## src/rtl/ber_pkg.sv

```systemverilog
// Shared definitions for the PRBS7 bit-error-rate counter: accumulator widths,
// generator taps, checker state encoding and saturating-increment helpers.
package ber_pkg;

    localparam int RCNT_W   = 60;
    localparam int ECNT_W   = 64;
    localparam int PRBS_LEN = 7;
    localparam int TAP_A    = 6;
    localparam int TAP_B    = 5;

    typedef enum logic [1:0] {
        ST_HUNT   = 2'd0,
        ST_CHECK  = 2'd1,
        ST_LOCKED = 2'd2
    } chk_state_t;

    function automatic logic prbs7_predict(input logic [PRBS_LEN-1:0] r);
        return r[TAP_A] ^ r[TAP_B];
    endfunction

    function automatic logic [RCNT_W-1:0] sat_inc_rcnt(input logic [RCNT_W-1:0] v);
        if (&v) begin
            return v;
        end else begin
            return v + RCNT_W'(1'b1);
        end
    endfunction

    function automatic logic [ECNT_W-1:0] sat_inc_ecnt(input logic [ECNT_W-1:0] v);
        if (&v) begin
            return v;
        end else begin
            return v + ECNT_W'(1'b1);
        end
    endfunction

endpackage

```

## src/rtl/ber_counter_if.sv

```systemverilog
// Bit stream in, display handshake out: the signals shared between the BER
// counter (master) and its stream source / 7-segment display block (slave).
interface ber_counter_if;
    import ber_pkg::*;

    logic              DIN_VALID;
    logic              DIN;
    logic              CLEAR;
    logic              BUSY;
    logic              START;
    logic [RCNT_W-1:0] RECV_CNT;
    logic [ECNT_W-1:0] ERR_CNT;
    logic              LOCKED;

    modport master (
        input  DIN_VALID, DIN, CLEAR, BUSY,
        output START, RECV_CNT, ERR_CNT, LOCKED
    );

    modport slave (
        output DIN_VALID, DIN, CLEAR, BUSY,
        input  START, RECV_CNT, ERR_CNT, LOCKED
    );

endinterface

```

## src/rtl/ber_counter_prbs7_chk.sv

```systemverilog
// Self-synchronising PRBS7 checker: hunts, verifies and then free-runs a
// reference LFSR, flagging each counted bit and whether it was in error.
module prbs7_chk
    import ber_pkg::*;
#(
    parameter int LOCK_CNT = 32,
    parameter int WIN_LEN  = 64,
    parameter int LOSS_THR = 16
) (
    input  logic clk,
    input  logic rst_n,
    input  logic din_valid,
    input  logic din,
    output logic cnt_en,
    output logic err,
    output logic locked
);

    localparam int MATCH_W = $clog2(LOCK_CNT + 1);
    localparam int WIN_W   = $clog2(WIN_LEN);
    localparam int WERR_W  = $clog2(LOSS_THR + 1);

    chk_state_t           state_r, state_nxt_s;
    logic [PRBS_LEN-1:0]  shreg_r, shreg_nxt_s;
    logic [2:0]           fill_r, fill_nxt_s;
    logic [MATCH_W-1:0]   match_r, match_nxt_s;
    logic [WIN_W-1:0]     win_r, win_nxt_s;
    logic [WERR_W-1:0]    werr_r, werr_nxt_s, werr_inc_s;
    logic                 locked_r;
    logic                 pred_s;
    logic                 mis_s;

    assign pred_s = prbs7_predict(shreg_r);
    assign mis_s  = din ^ pred_s;
    assign cnt_en = din_valid && (state_r == ST_LOCKED);
    assign err    = cnt_en && mis_s;
    assign locked = locked_r;

    // Next-state logic: acquisition, verification and loss-of-lock windowing
    always_comb begin
        state_nxt_s = state_r;
        shreg_nxt_s = shreg_r;
        fill_nxt_s  = fill_r;
        match_nxt_s = match_r;
        win_nxt_s   = win_r;
        werr_nxt_s  = werr_r;
        werr_inc_s  = werr_r + WERR_W'(mis_s);
        if (din_valid) begin
            case (state_r)
                ST_HUNT: begin
                    shreg_nxt_s = {shreg_r[PRBS_LEN-2:0], din};
                    if (fill_r == 3'(PRBS_LEN - 1)) begin
                        state_nxt_s = ST_CHECK;
                        fill_nxt_s  = 3'd0;
                        match_nxt_s = '0;
                    end else begin
                        fill_nxt_s = fill_r + 3'd1;
                    end
                end
                ST_CHECK: begin
                    shreg_nxt_s = {shreg_r[PRBS_LEN-2:0], din};
                    if (mis_s) begin
                        state_nxt_s = ST_HUNT;
                        fill_nxt_s  = 3'd0;
                    end else if (match_r == MATCH_W'(LOCK_CNT - 1)) begin
                        state_nxt_s = ST_LOCKED;
                        match_nxt_s = '0;
                        win_nxt_s   = '0;
                        werr_nxt_s  = '0;
                    end else begin
                        match_nxt_s = match_r + MATCH_W'(1'b1);
                    end
                end
                ST_LOCKED: begin
                    // Reference free-runs so injected errors cannot corrupt it
                    shreg_nxt_s = {shreg_r[PRBS_LEN-2:0], pred_s};
                    win_nxt_s   = win_r + WIN_W'(1'b1);
                    if (werr_inc_s == WERR_W'(LOSS_THR)) begin
                        state_nxt_s = ST_HUNT;
                        fill_nxt_s  = 3'd0;
                        werr_nxt_s  = '0;
                    end else if (win_r == WIN_W'(WIN_LEN - 1)) begin
                        werr_nxt_s = '0;
                    end else begin
                        werr_nxt_s = werr_inc_s;
                    end
                end
                default: begin
                    state_nxt_s = ST_HUNT;
                    fill_nxt_s  = 3'd0;
                end
            endcase
        end else begin
            state_nxt_s = state_r;
        end
    end

    // State and counter registers with synchronous active-low reset
    always_ff @(posedge clk) begin
        if (!rst_n) begin
            state_r  <= ST_HUNT;
            shreg_r  <= '0;
            fill_r   <= 3'd0;
            match_r  <= '0;
            win_r    <= '0;
            werr_r   <= '0;
            locked_r <= 1'b0;
        end else begin
            state_r  <= state_nxt_s;
            shreg_r  <= shreg_nxt_s;
            fill_r   <= fill_nxt_s;
            match_r  <= match_nxt_s;
            win_r    <= win_nxt_s;
            werr_r   <= werr_nxt_s;
            locked_r <= (state_nxt_s == ST_LOCKED);
        end
    end

endmodule

```

## src/rtl/ber_counter.sv

```systemverilog
// BER counter top: saturating received/error accumulators plus a periodic
// snapshot published to the display with a one-cycle START pulse.
module ber_counter
    import ber_pkg::*;
#(
    parameter int UPD_PERIOD = 50000000,
    parameter int LOCK_CNT   = 32,
    parameter int WIN_LEN    = 64,
    parameter int LOSS_THR   = 16
) (
    input  logic          CLK,
    input  logic          RSTX,
    ber_counter_if.master bus
);

    localparam int PER_W = (UPD_PERIOD > 2) ? $clog2(UPD_PERIOD) : 1;

    logic              cnt_en_s;
    logic              err_s;
    logic              locked_s;
    logic [RCNT_W-1:0] rcnt_r, rcnt_nxt_s;
    logic [ECNT_W-1:0] ecnt_r, ecnt_nxt_s;
    logic [PER_W-1:0]  per_r, per_nxt_s;
    logic              pend_r, pend_nxt_s;
    logic              wrap_s;
    logic              snap_s;
    logic              start_r;
    logic [RCNT_W-1:0] recv_snap_r;
    logic [ECNT_W-1:0] err_snap_r;

    prbs7_chk #(
        .LOCK_CNT (LOCK_CNT),
        .WIN_LEN  (WIN_LEN),
        .LOSS_THR (LOSS_THR)
    ) u_chk (
        .clk       (CLK),
        .rst_n     (RSTX),
        .din_valid (bus.DIN_VALID),
        .din       (bus.DIN),
        .cnt_en    (cnt_en_s),
        .err       (err_s),
        .locked    (locked_s)
    );

    assign bus.START    = start_r;
    assign bus.RECV_CNT = recv_snap_r;
    assign bus.ERR_CNT  = err_snap_r;
    assign bus.LOCKED   = locked_s;

    // Accumulator update, period timer and snapshot request handshake
    always_comb begin
        rcnt_nxt_s = rcnt_r;
        ecnt_nxt_s = ecnt_r;
        if (bus.CLEAR) begin
            rcnt_nxt_s = '0;
            ecnt_nxt_s = '0;
        end else begin
            if (cnt_en_s) begin
                rcnt_nxt_s = sat_inc_rcnt(rcnt_r);
            end else begin
                rcnt_nxt_s = rcnt_r;
            end
            if (err_s) begin
                ecnt_nxt_s = sat_inc_ecnt(ecnt_r);
            end else begin
                ecnt_nxt_s = ecnt_r;
            end
        end
        wrap_s = (per_r == PER_W'(UPD_PERIOD - 1));
        if (wrap_s) begin
            per_nxt_s = '0;
        end else begin
            per_nxt_s = per_r + PER_W'(1'b1);
        end
        // A fresh wrap re-arms the request; otherwise only BUSY keeps it alive
        snap_s     = pend_r && !bus.BUSY;
        pend_nxt_s = wrap_s || (pend_r && bus.BUSY);
    end

    // Registered accumulators and display-facing snapshot outputs
    always_ff @(posedge CLK) begin
        if (!RSTX) begin
            rcnt_r      <= '0;
            ecnt_r      <= '0;
            per_r       <= '0;
            pend_r      <= 1'b0;
            start_r     <= 1'b0;
            recv_snap_r <= '0;
            err_snap_r  <= '0;
        end else begin
            rcnt_r  <= rcnt_nxt_s;
            ecnt_r  <= ecnt_nxt_s;
            per_r   <= per_nxt_s;
            pend_r  <= pend_nxt_s;
            start_r <= snap_s;
            if (snap_s) begin
                recv_snap_r <= rcnt_r;
                err_snap_r  <= ecnt_r;
            end
        end
    end

endmodule

```

## src/flat_wrapper.sv

```systemverilog
// flat-port wrapper written by rule: the top's interface ports become plain ports
module ber_counter_flat import ber_pkg::*;
#(
    parameter int UPD_PERIOD = 50000000,
    parameter int LOCK_CNT   = 32,
    parameter int WIN_LEN    = 64,
    parameter int LOSS_THR   = 16
)
  (CLK, RSTX, bus_DIN_VALID, bus_DIN, bus_CLEAR, bus_BUSY, bus_START, bus_RECV_CNT, bus_ERR_CNT, bus_LOCKED);
  ber_counter_if bus_i ();
  input  logic CLK;
  input  logic RSTX;
  input wire logic [$bits(bus_i.DIN_VALID)-1:0] bus_DIN_VALID;
  input wire logic [$bits(bus_i.DIN)-1:0] bus_DIN;
  input wire logic [$bits(bus_i.CLEAR)-1:0] bus_CLEAR;
  input wire logic [$bits(bus_i.BUSY)-1:0] bus_BUSY;
  output wire logic [$bits(bus_i.START)-1:0] bus_START;
  output wire logic [$bits(bus_i.RECV_CNT)-1:0] bus_RECV_CNT;
  output wire logic [$bits(bus_i.ERR_CNT)-1:0] bus_ERR_CNT;
  output wire logic [$bits(bus_i.LOCKED)-1:0] bus_LOCKED;
  assign bus_i.DIN_VALID = bus_DIN_VALID;
  assign bus_i.DIN = bus_DIN;
  assign bus_i.CLEAR = bus_CLEAR;
  assign bus_i.BUSY = bus_BUSY;
  assign bus_START = bus_i.START;
  assign bus_RECV_CNT = bus_i.RECV_CNT;
  assign bus_ERR_CNT = bus_i.ERR_CNT;
  assign bus_LOCKED = bus_i.LOCKED;
  ber_counter #(.UPD_PERIOD(UPD_PERIOD), .LOCK_CNT(LOCK_CNT), .WIN_LEN(WIN_LEN), .LOSS_THR(LOSS_THR)) u_core (.CLK(CLK), .RSTX(RSTX), .bus(bus_i));
endmodule
```

## config.mk

```make
export PLATFORM = sky130hd
export DESIGN_NAME = ber_counter_flat
export DESIGN_NICKNAME = d
export VERILOG_FILES = /design/src/rtl/ber_pkg.sv /design/src/rtl/ber_counter_if.sv /design/src/rtl/ber_counter_prbs7_chk.sv /design/src/rtl/ber_counter.sv /design/src/flat_wrapper.sv
export SDC_FILE = /design/constraint.sdc
export NUM_CORES = 1
export LEC_CHECK = 0
export ABC_AREA = 1
export CAP_MARGIN = 20
export CORE_MARGIN = 1.5
export CORE_UTILIZATION = 60
export CTS_CLUSTER_DIAMETER = 120
export CTS_CLUSTER_SIZE = 12
export DETAILED_ROUTE_END_ITERATION = 10
export HOLD_SLACK_MARGIN = 0.08
export PLACE_DENSITY = 0.82
export SYNTH_ARGS = -nofsm -noshare
export SYNTH_HDL_FRONTEND = slang
export SYNTH_SLANG_ARGS = --single-unit
```

## constraint.sdc

```tcl
create_clock -name CLK -period 3.5 [get_ports CLK]
set_input_delay 0.525 -clock CLK [delete_from_list [all_inputs] [get_ports CLK]]
set_output_delay 0.525 -clock CLK [all_outputs]
set_load 0.03 [all_outputs]
```

==> run metrics <==
P_sw between 1000 and 1500 uW; status complete, no violations; achievable clock frequency roughly 0.38 GHz; Max-Cap Viols 0; reg-to-reg endpoint u_core.ecnt_r[8]; Area Overhead vs Synth 14.3%; io pins approximately 130; post-route DRC violation count 0; ant diodes 0; Worst-Margin Slew between 900 and 1000 ps; fin crit share between 70% and 80%; post-DR vias/cell 5.54; PortBufs roughly 130; routability cong. between 0.9 and 1; Root Buffer clkbuf_16; syn_area_per_cell roughly 6.5 um2; WP data arrival between 3000 and 4000 ps; Post-Syn Area 15,400 um2; Vias about 15,000; Worst Path Max Fanout between 60 and 70; CP Launch Type register; Crit. End Element register; initial antenna violation count 0; Sequential Power Share a little under three fifths; most frequent cells in the layout nand2_1 (743), nor2_1 (415), dfxtp_1 (306), a21oi_1 (214), o21ai_0 (162); Clk pwr share roughly 43%; Peak VDD IR 0.458 mV; PD cells between 300 and 400 nW/um2; post-route ant nets 0; Clock transition at path regs 60 ps; Hold Buf Count CTS 0; Clk Latency, worst-skew pair approximately 560 ps; FF-to-FF path depth 10; Total GRT Usage 33.4%; Fin. Hold Viols 0; num rows 58; Hold Path Class primary input to register; cell leakage power approximately 0.0060 uW; Final nets between 2,000 and 2,500; DIE AREA between 20,000 and 30,000 um2; register area share after synthesis between 30% and 40%; number of synthesized register bits between 300 and 400; CTS tree yes; # setup viols final 0; Netlist cell types 33; WS Path Type register to register; relative slew slack 37.6%; RSZ-0062 raised after global routing false; largest net degree at the start of global routing 205; Setup Skew approximately 14 ps; Core ar. 25,200 um2; drt total wl roughly 44 mm; Num CTS Buffers 29; first-pass GRT wire length just over 70 mm; worst setup path start u_core.ecnt_r[0]; reg2reg setup slack 850 ps; final critical-path required period approximately 2700 ps; synthesis warning total 0; ratio of cells with drive above 1 in the final layout 4.00%; DR iter-0 viols 1,345; Die X 163 um; Sw Share between 20% and 30%; Cells after Synth between 2,000 and 2,500; vias in the first global route 14,400; Die H about 160 um; setup TNS 0 ps; Post-CTS Setup Inserts 0; Wirelength per Cell about 16 um; worst reg2reg startpoint u_core.ecnt_r[0]; starting density of the core slightly above 60%; Post-CTS Resized 0; Critical Path RT 3980 ps; CP endpoint u_core.ecnt_r[8]; hpwl dp about 32 mm; # H-tree levels 1; Clock Sink Count approximately 300; most common cell after layout, fill and taps aside nand2_1; Gate power share 1.8%; clk buf depth 3; Pins Over Slew Limit 0; GR Overflow Total 0; Post-Route Utilization between 60% and 70%; Post-Syn Nets about 2,400; Int Power ~5000 uW; DR pass1 iterations 5
## power groups by stage
stage	clock network (uW)	logic [uW]	registers [uW]
after floorplan	0	80.5	3580
after global placement	0	112	3580
after detailed placement	0	114	3580
after CTS	2740	115	3500
after global routing	2870	129	3500
final	2720	115	3500
## state kept, by name, indices dropped and copies added, names as in the netlist, 2 cells and up
| name | count |
|---|---|
| u_core.bus.ERR_CNT | 64 |
| u_core.bus.RECV_CNT | 60 |
| u_core.ecnt_r | 64 |
| u_core.per_r | 26 |
| u_core.rcnt_r | 60 |
| u_core.u_chk.fill_r | 3 |
| u_core.u_chk.match_r | 6 |
| u_core.u_chk.shreg_r | 7 |
| u_core.u_chk.state_r | 2 |
| u_core.u_chk.werr_r | 5 |
| u_core.u_chk.win_r | 6 |
## worst min-delay path by stage
stage                        from  cells past startpoint                       to  slack (ps)
global placement    u_core.pend_r                      2            u_core.pend_r         440
detailed placement  u_core.pend_r                      2            u_core.pend_r         460
CTS                          RSTX                      3  u_core.u_chk.shreg_r[0]         420
global route                 RSTX                      3  u_core.u_chk.match_r[2]         450
floorplan           u_core.pend_r                      2            u_core.pend_r         440
finish                       RSTX                      3  u_core.u_chk.shreg_r[0]         420
## layout make-up
class,instances,area [um2]
multi-input combinational,1803,8190
clock buffer,29,726
fill,2214,7620
inverter,164,617
timing repair buffer,147,1480
tap,330,413
clock inverter,1,8.76
sequential,306,6130
## synth_stat cells, drive strengths merged
master	n	area [um2]
nand3b	2	15.0
and2	1	6.26
buf	26	220
inv	162	608
ha	7	87.6
a21oi	233	1240
nand3	61	310
nor2	427	1680
nor4	4	25.0
clkbuf	60	225
o22ai	1	6.26
o21ai	164	843
xor2	48	420
nand4	44	275
nand2	748	2830
clkinv	2	7.51
nor3b	5	37.5
and3b	1	8.76
xnor2	28	245
nor3	24	120
or2	5	31.3
dfxtp	306	6130
## per-layer routing
layer  up-vias  track usage [%]  wire length, um
li1       7670                -                -
met1      7057             41.6            18900
met2       542             56.9            20700
met3       126             2.95             2290
met4         0             18.3             2470
met5         -                0                0
## kinds of logic after synthesis
group           count (synthesis)  synth area share [%]
compound gates                398                  13.6
xor+xnor                       76                  4.33
simple gates                 1322                  34.7
buf+inv                       250                  6.90
fa+ha+maj                       7                 0.570
flops                         306                  39.9
## stage by stage
step | std cells | power [uW] | hold WS (ps) | setup slack [ps] | area (um2)
5_1_grt | 2780 | 6500 | 449 | 660 | 17600
4_1_cts | 2780 | 6360 | 419 | 897 | 17600
2_1_floorplan | 2359 | 3660 | 436 | 1410 | 15400
6_report | 2780 | 6340 | 418 | 845 | 17600
3_3_place_gp | 2750 | 3690 | 443 | 681 | 16800
3_5_place_dp | 2750 | 3690 | 458 | 660 | 16800
## worst max-delay path, stage by stage (launching register included)
cell and delay (ps):
dfxtp_1 420, ha_1 340, nand3_2 180, inv_2 140, nand2_4 90, nor2_4 140, nand2_2 130, o21ai_4 150
buf_4 540, nand2_1 200, a21oi_2 210
No activity file was read; power rests on OpenSTA's default activity.
